===== config.mk =====
export PLATFORM = sky130hd
export DESIGN_NAME = uart_event_deframer_flat
export DESIGN_NICKNAME = d
export VERILOG_FILES = /design/src/rtl/dvs_pkg.sv /design/src/rtl/uart_event_deframer_if.sv /design/src/rtl/event_fifo_sync.sv /design/src/rtl/uart_event_deframer.sv /design/src/flat_wrapper.sv
export SDC_FILE = /design/constraint.sdc
export NUM_CORES = 1
export LEC_CHECK = 0
export ABC_AREA = 1
export BUFFER_PORTS_ARGS = -buffer_cell sky130_fd_sc_hd__buf_2
export CAP_MARGIN = 20
export CORE_UTILIZATION = 53
export DETAILED_ROUTE_END_ITERATION = 8
export PLACE_DENSITY = 0.75
export SYNTH_ARGS = -nofsm -noshare
export SYNTH_HDL_FRONTEND = slang
export SYNTH_SLANG_ARGS = --single-unit

===== constraint.sdc =====
create_clock -name clk -period 3.2 [get_ports clk]
set_clock_uncertainty 0.2 [all_clocks]
set_input_delay 0.48 -clock clk [delete_from_list [all_inputs] [get_ports clk]]
set_output_delay 0.48 -clock clk [all_outputs]
set_load 0.05 [all_outputs]

===== src/rtl/dvs_pkg.sv =====
// ----------------------------------------------------------------------------
// dvs_pkg
// Shared types and constants for the DVS event path between uart_rx and
// dvs_gesture_accel.
//   cmd_code_t    : 2-bit control command code
//   CTRL_*        : single-byte control commands recognised between packets
//   parse_state_t : byte-parser states of uart_event_deframer
//   dvs_event_t   : canonical event layout {x, y, pol, ts}. The deframer FIFO
//                   word uses the same field order, with ts TS_WIDTH bits wide.
// Ports: none (package).
// ----------------------------------------------------------------------------
package dvs_pkg;

    localparam int DVS_TS_WIDTH = 16;

    localparam logic [7:0] CTRL_ECHO     = 8'hFF;
    localparam logic [7:0] CTRL_STATUS   = 8'hFE;
    localparam logic [7:0] CTRL_CONFIG   = 8'hFD;
    localparam logic [7:0] CTRL_SOFT_RST = 8'hFC;

    typedef enum logic [1:0] {
        CMD_ECHO     = 2'd0,
        CMD_STATUS   = 2'd1,
        CMD_CONFIG   = 2'd2,
        CMD_SOFT_RST = 2'd3
    } cmd_code_t;

    typedef enum logic [2:0] {
        ST_X_HI = 3'd0,
        ST_X_LO = 3'd1,
        ST_Y_HI = 3'd2,
        ST_Y_LO = 3'd3,
        ST_POL  = 3'd4
    } parse_state_t;

    typedef struct packed {
        logic [8:0]              x;
        logic [8:0]              y;
        logic                    pol;
        logic [DVS_TS_WIDTH-1:0] ts;
    } dvs_event_t;

    // The four control bytes are exactly the values with the top six bits set.
    function automatic logic is_ctrl_byte(input logic [7:0] b);
        return b[7:2] == 6'b111111;
    endfunction

    // FF->0, FE->1, FD->2, FC->3: the code is the inverted low two bits.
    function automatic cmd_code_t ctrl_to_cmd(input logic [7:0] b);
        return cmd_code_t'(~b[1:0]);
    endfunction

    function automatic logic [7:0] sat_inc8(input logic [7:0] v);
        return (v == 8'hFF) ? v : v + 8'd1;
    endfunction

endpackage


===== src/rtl/uart_event_deframer_if.sv =====
// ----------------------------------------------------------------------------
// uart_event_deframer_if
// Bundles the byte input, event handshake, command strobe and status counters
// of uart_event_deframer.
//   slave  modport : the deframer's view (drives events, commands, status)
//   master modport : the environment's view (drives bytes and event_ready)
// Signals:
//   rx_data[7:0], rx_valid          byte stream from uart_rx
//   event_valid, event_ready        event FIFO head handshake
//   event_x[8:0], event_y[8:0],
//   event_polarity, event_ts        FIFO head contents
//   cmd_valid, cmd_code             one-cycle control command strobe
//   drop_count, oob_count,
//   resync_count                    saturating 8-bit status counters
//   fifo_empty, fifo_full           FIFO status
// ----------------------------------------------------------------------------
interface uart_event_deframer_if
    import dvs_pkg::*;
#(
    parameter int TS_WIDTH = DVS_TS_WIDTH
);
    logic [7:0]          rx_data;
    logic                rx_valid;
    logic                event_valid;
    logic                event_ready;
    logic [8:0]          event_x;
    logic [8:0]          event_y;
    logic                event_polarity;
    logic [TS_WIDTH-1:0] event_ts;
    logic                cmd_valid;
    cmd_code_t           cmd_code;
    logic [7:0]          drop_count;
    logic [7:0]          oob_count;
    logic [7:0]          resync_count;
    logic                fifo_empty;
    logic                fifo_full;

    modport slave (
        input  rx_data, rx_valid, event_ready,
        output event_valid, event_x, event_y, event_polarity, event_ts,
               cmd_valid, cmd_code, drop_count, oob_count, resync_count,
               fifo_empty, fifo_full
    );

    modport master (
        output rx_data, rx_valid, event_ready,
        input  event_valid, event_x, event_y, event_polarity, event_ts,
               cmd_valid, cmd_code, drop_count, oob_count, resync_count,
               fifo_empty, fifo_full
    );
endinterface


===== src/rtl/event_fifo_sync.sv =====
// ----------------------------------------------------------------------------
// event_fifo_sync
// Single-clock FIFO with simultaneous push/pop. The head word is read straight
// from the storage flops, so a pushed word is visible the cycle after the push.
// When empty the head reads as zero so downstream outputs are clean.
// Parameters: WIDTH (word bits), DEPTH (entries, power of two, >= 2).
// Ports:
//   clk, rst_n        clock, asynchronous active-low reset
//   push, push_data   write request / data (ignored when full with no pop)
//   pop               read request (ignored when empty)
//   head_data         oldest word, zero when empty
//   head_valid        FIFO not empty
//   empty, full       status flags
// ----------------------------------------------------------------------------
module event_fifo_sync #(
    parameter int WIDTH = 8,
    parameter int DEPTH = 4
) (
    input  logic             clk,
    input  logic             rst_n,
    input  logic             push,
    input  logic [WIDTH-1:0] push_data,
    input  logic             pop,
    output logic [WIDTH-1:0] head_data,
    output logic             head_valid,
    output logic             empty,
    output logic             full
);
    localparam int            AW         = $clog2(DEPTH);
    localparam logic [AW:0]   FULL_COUNT = DEPTH[AW:0];

    logic [WIDTH-1:0] mem [DEPTH];
    logic [AW-1:0]    wr_ptr;
    logic [AW-1:0]    rd_ptr;
    logic [AW:0]      count;
    logic             do_push;
    logic             do_pop;

    assign do_pop  = pop && (count != '0);
    // A full FIFO still accepts a push when a pop frees the slot this cycle.
    assign do_push = push && ((count != FULL_COUNT) || do_pop);

    // NOTE: storage has no reset; validity comes from count, and the head mux
    // below hides stale contents, so resetting the array would only cost flops.
    always_ff @(posedge clk) begin
        if (do_push) begin
            mem[wr_ptr] <= push_data;
        end
    end

    // NOTE: non-blocking assignments in every clocked block, so all state
    // updates see the pre-edge values regardless of statement order.
    always_ff @(posedge clk or negedge rst_n) begin
        if (!rst_n) begin
            wr_ptr <= '0;
            rd_ptr <= '0;
            count  <= '0;
        end else begin
            if (do_push) begin
                wr_ptr <= wr_ptr + 1'b1;
            end
            if (do_pop) begin
                rd_ptr <= rd_ptr + 1'b1;
            end
            unique case ({do_push, do_pop})
                2'b10:   count <= count + 1'b1;
                2'b01:   count <= count - 1'b1;
                default: count <= count;
            endcase
        end
    end

    assign empty      = (count == '0);
    assign full       = (count == FULL_COUNT);
    assign head_valid = !empty;
    assign head_data  = empty ? '0 : mem[rd_ptr];

endmodule


===== src/rtl/uart_event_deframer.sv =====
// ----------------------------------------------------------------------------
// uart_event_deframer
// Assembles 5-byte packets [X_HI, X_LO, Y_HI, Y_LO, POL] from uart_rx into
// timestamped DVS events, range-checks the coordinates and queues accepted
// events in event_fifo_sync. Between packets the bytes 0xFF/FE/FD/FC are
// decoded into a one-cycle command strobe; 0xFC also clears the counters.
// Parameters:
//   SENSOR_RES      valid coordinates are 0..SENSOR_RES-1 per axis (<= 512)
//   FIFO_DEPTH      event FIFO entries (power of two, >= 2)
//   TS_WIDTH        timestamp width
//   TIMEOUT_CYCLES  inter-byte idle limit for abandoning a partial packet
// Ports:
//   clk, rst_n      clock, asynchronous active-low reset
//   bus             uart_event_deframer_if.slave (bytes in, events/commands/
//                   status out)
// Build option:
//   UART_DEFRAMER_TIMEOUT_EN  enables the idle timeout and resync_count;
//                             otherwise the parser waits indefinitely and
//                             resync_count reads 0.
// ----------------------------------------------------------------------------
module uart_event_deframer
    import dvs_pkg::*;
#(
    parameter int SENSOR_RES     = 320,
    parameter int FIFO_DEPTH     = 4,
    parameter int TS_WIDTH       = DVS_TS_WIDTH,
    parameter int TIMEOUT_CYCLES = 5000
) (
    input logic                  clk,
    input logic                  rst_n,
    uart_event_deframer_if.slave bus
);
    // FIFO word layout matches dvs_event_t: {x, y, pol, ts}.
    localparam int         EVT_W     = 9 + 9 + 1 + TS_WIDTH;
    localparam logic [9:0] RES_LIMIT = SENSOR_RES[9:0];

    logic [TS_WIDTH-1:0] ts_cnt;
    parse_state_t        state;
    parse_state_t        state_next;
    parse_state_t        parse_state;
    logic [8:0]          x_q;
    logic [8:0]          y_q;
    logic                timeout_hit;

    logic                cmd_hit;
    cmd_code_t           cmd_code_d;
    logic                soft_rst_hit;
    logic                evt_oob;
    logic                evt_push;
    logic                evt_drop;
    logic                evt_pop;
    logic                has_room;

    logic                cmd_valid_q;
    cmd_code_t           cmd_code_q;
    logic [7:0]          drop_cnt_q;
    logic [7:0]          oob_cnt_q;

    logic [EVT_W-1:0]    push_word;
    logic [EVT_W-1:0]    head_word;
    logic                head_valid;
    logic                fifo_empty;
    logic                fifo_full;

    // ------------------------------------------------------------------
    // Free-running timestamp, wraps modulo 2^TS_WIDTH.
    // ------------------------------------------------------------------
    always_ff @(posedge clk or negedge rst_n) begin
        if (!rst_n) begin
            ts_cnt <= '0;
        end else begin
            ts_cnt <= ts_cnt + 1'b1;
        end
    end

    // A timeout forces the byte arriving in the same cycle to be parsed as
    // X_HI, so the parser acts on this effective state, not the raw register.
    assign parse_state = timeout_hit ? ST_X_HI : state;

    // ------------------------------------------------------------------
    // Parser FSM: state register
    // ------------------------------------------------------------------
    always_ff @(posedge clk or negedge rst_n) begin
        if (!rst_n) begin
            state <= ST_X_HI;
        end else begin
            state <= state_next;
        end
    end

    // ------------------------------------------------------------------
    // Parser FSM: next state
    // ------------------------------------------------------------------
    // NOTE: every combinational output gets a default before the case, so
    // no path leaves it unassigned and no latch is inferred.
    always_comb begin
        state_next = parse_state;
        if (bus.rx_valid) begin
            unique case (parse_state)
                ST_X_HI: state_next = is_ctrl_byte(bus.rx_data) ? ST_X_HI : ST_X_LO;
                ST_X_LO: state_next = ST_Y_HI;
                ST_Y_HI: state_next = ST_Y_LO;
                ST_Y_LO: state_next = ST_POL;
                ST_POL:  state_next = ST_X_HI;
                default: state_next = ST_X_HI;
            endcase
        end
    end

    // ------------------------------------------------------------------
    // Parser FSM: outputs (command decode and event disposition)
    // ------------------------------------------------------------------
    assign evt_pop  = head_valid && bus.event_ready;
    assign has_room = !fifo_full || evt_pop;

    always_comb begin
        cmd_hit    = 1'b0;
        cmd_code_d = CMD_ECHO;
        evt_oob    = 1'b0;
        evt_push   = 1'b0;
        evt_drop   = 1'b0;
        if (bus.rx_valid) begin
            unique case (parse_state)
                ST_X_HI: begin
                    if (is_ctrl_byte(bus.rx_data)) begin
                        cmd_hit    = 1'b1;
                        cmd_code_d = ctrl_to_cmd(bus.rx_data);
                    end
                end
                ST_POL: begin
                    evt_oob  = ({1'b0, x_q} >= RES_LIMIT) || ({1'b0, y_q} >= RES_LIMIT);
                    evt_push = !evt_oob && has_room;
                    evt_drop = !evt_oob && !has_room;
                end
                default: ;
            endcase
        end
    end

    assign soft_rst_hit = cmd_hit && (cmd_code_d == CMD_SOFT_RST);

    // Coordinate capture. Each field is fully overwritten before POL, so a
    // packet abandoned part-way leaves nothing that leaks into the next one.
    always_ff @(posedge clk or negedge rst_n) begin
        if (!rst_n) begin
            x_q <= '0;
            y_q <= '0;
        end else if (bus.rx_valid) begin
            unique case (parse_state)
                ST_X_HI: if (!is_ctrl_byte(bus.rx_data)) x_q[8] <= bus.rx_data[0];
                ST_X_LO: x_q[7:0] <= bus.rx_data;
                ST_Y_HI: y_q[8]   <= bus.rx_data[0];
                ST_Y_LO: y_q[7:0] <= bus.rx_data;
                default: ;
            endcase
        end
    end

    // Polarity and timestamp come straight from the POL cycle.
    assign push_word = {x_q, y_q, bus.rx_data[0], ts_cnt};

    // ------------------------------------------------------------------
    // Command strobe and saturating counters. A soft reset clear wins over
    // any increment landing in the same cycle.
    // ------------------------------------------------------------------
    always_ff @(posedge clk or negedge rst_n) begin
        if (!rst_n) begin
            cmd_valid_q <= 1'b0;
            cmd_code_q  <= CMD_ECHO;
            drop_cnt_q  <= '0;
            oob_cnt_q   <= '0;
        end else begin
            cmd_valid_q <= cmd_hit;
            if (cmd_hit) begin
                cmd_code_q <= cmd_code_d;
            end
            if (soft_rst_hit) begin
                drop_cnt_q <= '0;
                oob_cnt_q  <= '0;
            end else begin
                if (evt_drop) drop_cnt_q <= sat_inc8(drop_cnt_q);
                if (evt_oob)  oob_cnt_q  <= sat_inc8(oob_cnt_q);
            end
        end
    end

`ifdef UART_DEFRAMER_TIMEOUT_EN
    // ------------------------------------------------------------------
    // Inter-byte idle timeout: counts idle cycles while a packet is open.
    // ------------------------------------------------------------------
    localparam int                IDLE_W     = $clog2(TIMEOUT_CYCLES + 1);
    localparam logic [IDLE_W-1:0] IDLE_LIMIT = TIMEOUT_CYCLES[IDLE_W-1:0];

    logic [IDLE_W-1:0] idle_cnt;
    logic [7:0]        resync_cnt_q;

    assign timeout_hit = (state != ST_X_HI) && (idle_cnt == IDLE_LIMIT);

    always_ff @(posedge clk or negedge rst_n) begin
        if (!rst_n) begin
            idle_cnt <= '0;
        end else if (bus.rx_valid || (state == ST_X_HI) || timeout_hit) begin
            idle_cnt <= '0;
        end else begin
            idle_cnt <= idle_cnt + 1'b1;
        end
    end

    always_ff @(posedge clk or negedge rst_n) begin
        if (!rst_n) begin
            resync_cnt_q <= '0;
        end else if (soft_rst_hit) begin
            resync_cnt_q <= '0;
        end else if (timeout_hit) begin
            resync_cnt_q <= sat_inc8(resync_cnt_q);
        end
    end

    assign bus.resync_count = resync_cnt_q;
`else
    assign timeout_hit      = 1'b0;
    assign bus.resync_count = '0;
`endif

    // ------------------------------------------------------------------
    // Event FIFO
    // ------------------------------------------------------------------
    event_fifo_sync #(
        .WIDTH (EVT_W),
        .DEPTH (FIFO_DEPTH)
    ) u_fifo (
        .clk        (clk),
        .rst_n      (rst_n),
        .push       (evt_push),
        .push_data  (push_word),
        .pop        (evt_pop),
        .head_data  (head_word),
        .head_valid (head_valid),
        .empty      (fifo_empty),
        .full       (fifo_full)
    );

    assign bus.event_valid = head_valid;
    assign {bus.event_x, bus.event_y, bus.event_polarity, bus.event_ts} = head_word;
    assign bus.cmd_valid   = cmd_valid_q;
    assign bus.cmd_code    = cmd_code_q;
    assign bus.drop_count  = drop_cnt_q;
    assign bus.oob_count   = oob_cnt_q;
    assign bus.fifo_empty  = fifo_empty;
    assign bus.fifo_full   = fifo_full;

endmodule


===== src/flat_wrapper.sv =====
// flat-port wrapper written by rule: the top's interface ports become plain ports
module uart_event_deframer_flat import dvs_pkg::*;
#(
    parameter int SENSOR_RES     = 320,
    parameter int FIFO_DEPTH     = 4,
    parameter int TS_WIDTH       = DVS_TS_WIDTH,
    parameter int TIMEOUT_CYCLES = 5000
)
  (clk, rst_n, bus_rx_data, bus_rx_valid, bus_event_ready, bus_event_valid, bus_event_x, bus_event_y, bus_event_polarity, bus_event_ts, bus_cmd_valid, bus_cmd_code, bus_drop_count, bus_oob_count, bus_resync_count, bus_fifo_empty, bus_fifo_full);
  uart_event_deframer_if #(.TS_WIDTH(TS_WIDTH)) bus_i ();
  input logic clk;
  input logic rst_n;
  input wire logic [$bits(bus_i.rx_data)-1:0] bus_rx_data;
  input wire logic [$bits(bus_i.rx_valid)-1:0] bus_rx_valid;
  input wire logic [$bits(bus_i.event_ready)-1:0] bus_event_ready;
  output wire logic [$bits(bus_i.event_valid)-1:0] bus_event_valid;
  output wire logic [$bits(bus_i.event_x)-1:0] bus_event_x;
  output wire logic [$bits(bus_i.event_y)-1:0] bus_event_y;
  output wire logic [$bits(bus_i.event_polarity)-1:0] bus_event_polarity;
  output wire logic [$bits(bus_i.event_ts)-1:0] bus_event_ts;
  output wire logic [$bits(bus_i.cmd_valid)-1:0] bus_cmd_valid;
  output wire logic [$bits(bus_i.cmd_code)-1:0] bus_cmd_code;
  output wire logic [$bits(bus_i.drop_count)-1:0] bus_drop_count;
  output wire logic [$bits(bus_i.oob_count)-1:0] bus_oob_count;
  output wire logic [$bits(bus_i.resync_count)-1:0] bus_resync_count;
  output wire logic [$bits(bus_i.fifo_empty)-1:0] bus_fifo_empty;
  output wire logic [$bits(bus_i.fifo_full)-1:0] bus_fifo_full;
  assign bus_i.rx_data = bus_rx_data;
  assign bus_i.rx_valid = bus_rx_valid;
  assign bus_i.event_ready = bus_event_ready;
  assign bus_event_valid = bus_i.event_valid;
  assign bus_event_x = bus_i.event_x;
  assign bus_event_y = bus_i.event_y;
  assign bus_event_polarity = bus_i.event_polarity;
  assign bus_event_ts = bus_i.event_ts;
  assign bus_cmd_valid = bus_i.cmd_valid;
  assign bus_cmd_code = bus_i.cmd_code;
  assign bus_drop_count = bus_i.drop_count;
  assign bus_oob_count = bus_i.oob_count;
  assign bus_resync_count = bus_i.resync_count;
  assign bus_fifo_empty = bus_i.fifo_empty;
  assign bus_fifo_full = bus_i.fifo_full;
  uart_event_deframer #(.SENSOR_RES(SENSOR_RES), .FIFO_DEPTH(FIFO_DEPTH), .TS_WIDTH(TS_WIDTH), .TIMEOUT_CYCLES(TIMEOUT_CYCLES)) u_core (.clk(clk), .rst_n(rst_n), .bus(bus_i));
endmodule

# After elaboration in Yosys (flattened, before gate mapping)
# Memories as Yosys holds them, arrays and structs flattened.
# Cells that the tools add are included.
[word_totals]
reg_bits = 63
ram_bits = 140
out_inout_bits = 65
mem_count = 1
[classes]
n_addsub = 7
magnitude_cmp = 2
n_eq_ne = 14
n_mux = 24
n_bitwise = 2
reduce_logical = 25
[mem_list]
columns = ["memory", "words", "width", "rd", "rd_clocked_by_memory_dff", "wr", "line_no", "text"]
rows = [
  ["u_core.u_fifo.mem", 4, 35, 1, 0, 1, "event_fifo_sync.sv:32", "logic [WIDTH-1:0] mem [DEPTH];"],
]
[op_table]
columns = ["op", "n"]
rows = [
  ["$mux W8", 6],
  ["$mux W35", 1],
  ["$ge A9 B9 Y1 const B", 2],
  ["$add A16 B1 Y16 const B", 1],
  ["$add A8 B1 Y8 const B", 2],
  ["$eq A8 B8 Y1 const B", 2],
  ["$mux W1", 12],
  ["$pmux W3 S4", 1],
  ["$reduce_and A2 Y1", 5],
  ["$eq A3 B2 Y1 const B", 2],
  ["$eq A3 B3 Y1 const B", 2],
  ["$eq A6 B6 Y1 const B", 1],
  ["$logic_and A1 B1 Y1", 6],
  ["$logic_not A3 Y1", 2],
  ["$mux W2", 3],
  ["$pmux W3 S2", 1],
  ["$reduce_bool A2 Y1", 3],
  ["$add A2 B1 Y2 const B", 2],
  ["$eq A2 B2 Y1 const B", 2],
  ["$logic_not A1 Y1", 4],
  ["$ne A2 B1 Y1 const B", 2],
  ["$add A3 B1 Y3 const B", 1],
  ["$eq A3 B1 Y1 const B", 1],
  ["$logic_or A1 B1 Y1", 3],
  ["other kinds (7)", 7],
]

# Logic depth before layout (Yosys ltp)
[depth]
depth_word = 10
depth_mapped = 10

# Hierarchy
# From an unflattened synthesis, not the netlist that was laid out.
[hier_totals]
cells_unflattened = 764
hier_area_um2 = 8548.2
[by_module_without_submodules]
columns = ["mod", "instances", "cells_each", "area_each_um2", "seq_area_each_um2"]
rows = [
  ["event_fifo_sync", 1, 467, 5879.4, 4379.2],
  ["uart_event_deframer", 1, 297, 2668.8, 1401.3],
]

# Least setup slack after synthesis
# No wires, ideal clock.
[synth_timing]
path_type = "register to register"
start = "register u_core.y_q[7]"
end = "memory u_core.u_fifo.mem[0][0] (netlist name), enable pin"
arrival_time_ps = 2541
setup_slack_ps = 32
stages_incl_launch_ff = 6
n_path_buf = 0
period_less_slack_ps = 3168
cell_sequence = "dfrtp_1 o21ai_0 nand2_1 nor2_1 o21ai_2 nor2_1"
[synth_via]
elab_chain_cells = 9
[synth_rtl]
columns = ["item", "line_no", "text"]
rows = [
  ["from (decl)", "uart_event_deframer.sv:42", "logic [8:0] y_q;"],
  ["from (signal assigned)", "uart_event_deframer.sv:153", "ST_Y_LO: y_q[7:0] <= bus.rx_data;"],
  ["$ge A9 B9 Y1", "uart_event_deframer.sv:131", "evt_oob = ({1'b0, x_q} >= RES_LIMIT) || ({1'b0, y_q} >= RES_LIMIT);"],
  ["$logic_or A1 B1 Y1", "uart_event_deframer.sv:131", ""],
  ["$logic_not A1 Y1", "uart_event_deframer.sv:132", "evt_push = !evt_oob && has_room;"],
  ["$logic_and A1 B1 Y1", "uart_event_deframer.sv:132", ""],
  ["$mux W1", "uart_event_deframer.sv:123", "unique case (parse_state)"],
  ["$mux W1", "uart_event_deframer.sv:122", "if (bus.rx_valid) begin"],
  ["$logic_and A1 B1 Y1", "event_fifo_sync.sv:41", "assign do_push = push && ((count != FULL_COUNT) || do_pop);"],
  ["$mux W1", "event_fifo_sync.sv:46", "if (do_push) begin"],
  ["$mux W1 (implied by the code)", "event_fifo_sync.sv:47", "mem[wr_ptr] <= push_data;"],
  ["to (decl)", "event_fifo_sync.sv:32", ""],
]
# Every way passes these cells.

# Worst setup path after layout
[layout_timing]
start = "register u_core.u_fifo.rd_ptr[0]"
end = "output port bus_event_x[2]"
[layout_via]
elab_chain_cells = 2
[layout_rtl]
columns = ["item", "line_no", "text"]
rows = [
  ["from (decl)", "event_fifo_sync.sv:34", "logic [AW-1:0] rd_ptr;"],
  ["from (signal assigned)", "event_fifo_sync.sv:63", "rd_ptr <= rd_ptr + 1'b1;"],
  ["$mem_v2 Z4 W35", "-", ""],
  ["$mux W35", "event_fifo_sync.sv:76", "assign head_data = empty ? '0 : mem[rd_ptr];"],
  ["to (decl)", "flat_wrapper.sv:17", "output wire logic [$bits(bus_i.event_x)-1:0] bus_event_x;"],
]
# Every way passes these cells.

==> summary.txt <==
first-pass GRT wire length: 27200 µm
vias after detailed routing: 5582
row count: 45
outcome: finished, final reports clean
cell taking the most area after synthesis: edfxtp_1
RSZ-0062 raised after global routing: false
# clock sinks: 203
GRT Total Usage: 0.216
EDFF count, synth: 140
Fin. Hold Viols: 0
Die Ht: 128 µm
TritonCTS clock tree: done
critical path class: reg2out
clock network power share: 0.264
Storage cell area: 5780 µm²
Final Wtd Congestion: 0.810
Num CTS Buffers: 21
Worst R2R Setup Slack: 0.52 ns
startpoint type of the worst setup path: flip-flop
CP required: 2.52 ns
crit path DAT: 2.38 ns
slowest stage delay, CP: 0.57 ns
combinational fraction of design power: 0.385
final WL: 17000 µm
top-area cell type share of the netlist area: 0.496
count of cell types in the netlist: 32
FMAX: 327 MHz
worst min-delay path category: in2reg
worst reg2reg path startpoint: u_core.y_q[7]
Slew Limit Fails: 0
Iter 0 DRT Violations: 402
# setup viols final: 0
Worst Tran Pin Value: 0.714 ns
Max VDD drop: 0.624 mV
post-DR wirelength/cell: 15.8 µm
Port Buffers: 68
number of global-route vias before repair: 5419
CORE AREA: 15400 µm²
R2R depth: 8
CTS H-Tree Depth: 1
worst path cell trace: buf_4 -> nor2_1 -> nor2_1 -> o21ai_0 -> a21oi_1 -> buf_2
Final Cycle Share: 0.956
placed insts: 1037
switching share of power: 0.423
total gr overflow: 0
fin cells: 1076
WHS Endpoint: u_core.bus.cmd_code[1]
Final Critical Period: 3.06 ns
PwrDens: 998 nW/µm²
sequential share of the synthesized area: 0.682
pre-CTS setup slack: 0.530 ns
initial antenna violation count: 0
critical path capture point type: output pin
cells after synthesis: 776
Area Overhead vs Synth: 16.2%
worst-case clock buffer depth: 3
Critical-path top delay cell: dfrtp_2
setup ws final: 0.142 ns
Flop pwr share: 0.351
WHS Path Cells: 2
Slew Limit Headroom: 0.524
Die W: 128 µm
max_cap viols: 0
leakage: 3.97 nW
yosys warns: 0
Initial Utilization: 0.549
final net count: 871
top_reg_cell synth: edfxtp_1
layout cell share with drive strength beyond 1: 0.151
most frequent cells after synthesis: nor2_1, edfxtp_1, o21ai_0
R2R Path End: u_core.u_fifo.count[1]
TNS Setup: 0 ns
drt pass-1 iters: 5
Yosys reg bits: 203
Post-synth ARST share: 0.310
Root Buffer Master: clkbuf_16
worst skew pair latency: 0.49 ns
Min-Delay Startpoint: bus_rx_data[1]
filler cell count: 1204
# IOs: 77
Max Fanout on Critical Path: 36
CP most frequent cell: nor2_1
DRC violations left: 0
clk slew on worst S/H paths: 0.06 ns
final core utilization: 0.638
Int Power: 5.67 mW
detailed-placement wirelength estimate: 10100 µm
Post-DRT Antenna Nets: 0
Area contributors post-synth: edfxtp_1, dfrtp_1, nor2_1
mapped cell area: 8470 µm²
footprint of the multi-input gates: 2330 µm²
Inserted Diodes: 0
switching pwr: 4.15 mW
Via density: 5.19
largest net degree at the start of global routing: 38
Avg Inst Size Synth: 10.9 µm²
Die Area: 16500 µm²
most common cell in the netlist: nor2_1
==> cell type report <==
class,instances,share of cell area
clock inverters,13,0.0210
flip-flops and latches,203,0.587
repair buffers,82,0.0518
clock buffers,25,0.0549
well taps,211,0.0268
multi-input cells,487,0.237
inverters,55,0.0212
==> how the worst max path moves through the flow <==
stage	slack (ns)	start	depth (start not counted)	endpoint
finish	0.14	u_core.u_fifo.rd_ptr[0]	6	bus_event_x[2]
CTS	0.10	u_core.u_fifo.rd_ptr[0]	5	bus_event_ts[15]
global placement	0.59	u_core.y_q[7]	8	u_core.u_fifo.count[1]
global route	0.05	u_core.u_fifo.rd_ptr[0]	6	bus_event_x[1]
floorplan	0.03	u_core.y_q[7]	5	u_core.u_fifo.mem[0][0]
detailed placement	0.53	u_core.x_q[6]	8	u_core.u_fifo.count[1]
==> critical path, delay by kind of cell (launching register included) <==
kind	cells	cell delay [ns]
buffers and inverters	2	0.76
DFF	1	0.57
AOI/OAI and AO/OA	2	0.35
and+or+nand+nor	2	0.18
==> state kept, by name (all words and copies together), names as in the netlist, 2 cells and up <==
signal                 count
u_core.u_fifo.count        3
u_core.bus.drop_count      8
u_core.bus.cmd_code        2
u_core.bus.oob_count       8
u_core.u_fifo.mem        140
u_core.parse_state         3
u_core.u_fifo.wr_ptr       2
u_core.x_q                 9
u_core.ts_cnt             16
u_core.y_q                 9
u_core.u_fifo.rd_ptr       2
==> metrics by stage <==
stage	hold slack (ns)	total power, mW	instance area, µm²
6_report	0.0378	9.83	9850
3_5_place_dp	0.274	7.29	9090
2_1_floorplan	-0.0156	6.32	8500
4_1_cts	0.0227	9.88	9840
5_1_grt	0.0276	10.3	9850
3_3_place_gp	0.268	7.20	9090
==> metal layers <==
| layer | up-vias | part of all wire | GRT usage |
|---|---|---|---|
| met1 | 2643 | 0.43 | 0.279 |
| met5 | - | 0 | 0 |
| met3 | 33 | 0.047 | 0.0353 |
| li1 | 2737 | - | - |
| met2 | 169 | 0.50 | 0.376 |
| met4 | 0 | 0.021 | 0.0637 |
==> repair_timing <==
| action | 4_1_cts | 5_1_grt |
|---|---|---|
| endpoints found under the setup margin | 0 | 3 |
| hold buffers | 1 | 0 |
| setup buffers | 0 | 0 |
| hold endpoints to repair | 27 | 0 |
| gates resized for setup | 0 | 2 |
==> kinds of logic (layout without fill, tap and decap cells) <==
logic type,Yosys count,in the layout,synth area share
AO/OA/AOI/OAI,145,145,0.0867
adder cells (fa/ha/maj),9,9,0.0142
XOR/XNOR,19,19,0.0196
buffers and inverters,93,175,0.0493
AND/OR/NAND/NOR,306,306,0.147
flip-flops,203,203,0.682
other,1,8,0.000443
==> power groups by stage <==
stage | clock, mW | sequential, mW | combinational [mW]
after floorplan | 0 | 3.49 | 2.84
after global placement | 0 | 3.47 | 3.73
after detailed placement | 0 | 3.49 | 3.80
after CTS | 2.63 | 3.44 | 3.81
after global routing | 2.74 | 3.48 | 4.11
final | 2.60 | 3.45 | 3.78
==> placed cells by master, fill, tap and decap left out, types with 7 or more instances in the layout <==
cell type / instances
nor2_1: 185
edfxtp_1: 140
o21ai_0: 97
nand2_1: 80
buf_2: 68
dfrtp_1: 62
inv_1: 52
a21oi_1: 40
clkbuf_16: 21
nand3_1: 16
xor2_1: 11
xnor2_1: 8
ha_1: 8
conb_1: 8
buf_4: 8
nor2_4: 7
Note: power is estimated with default switching activity, not from simulation.
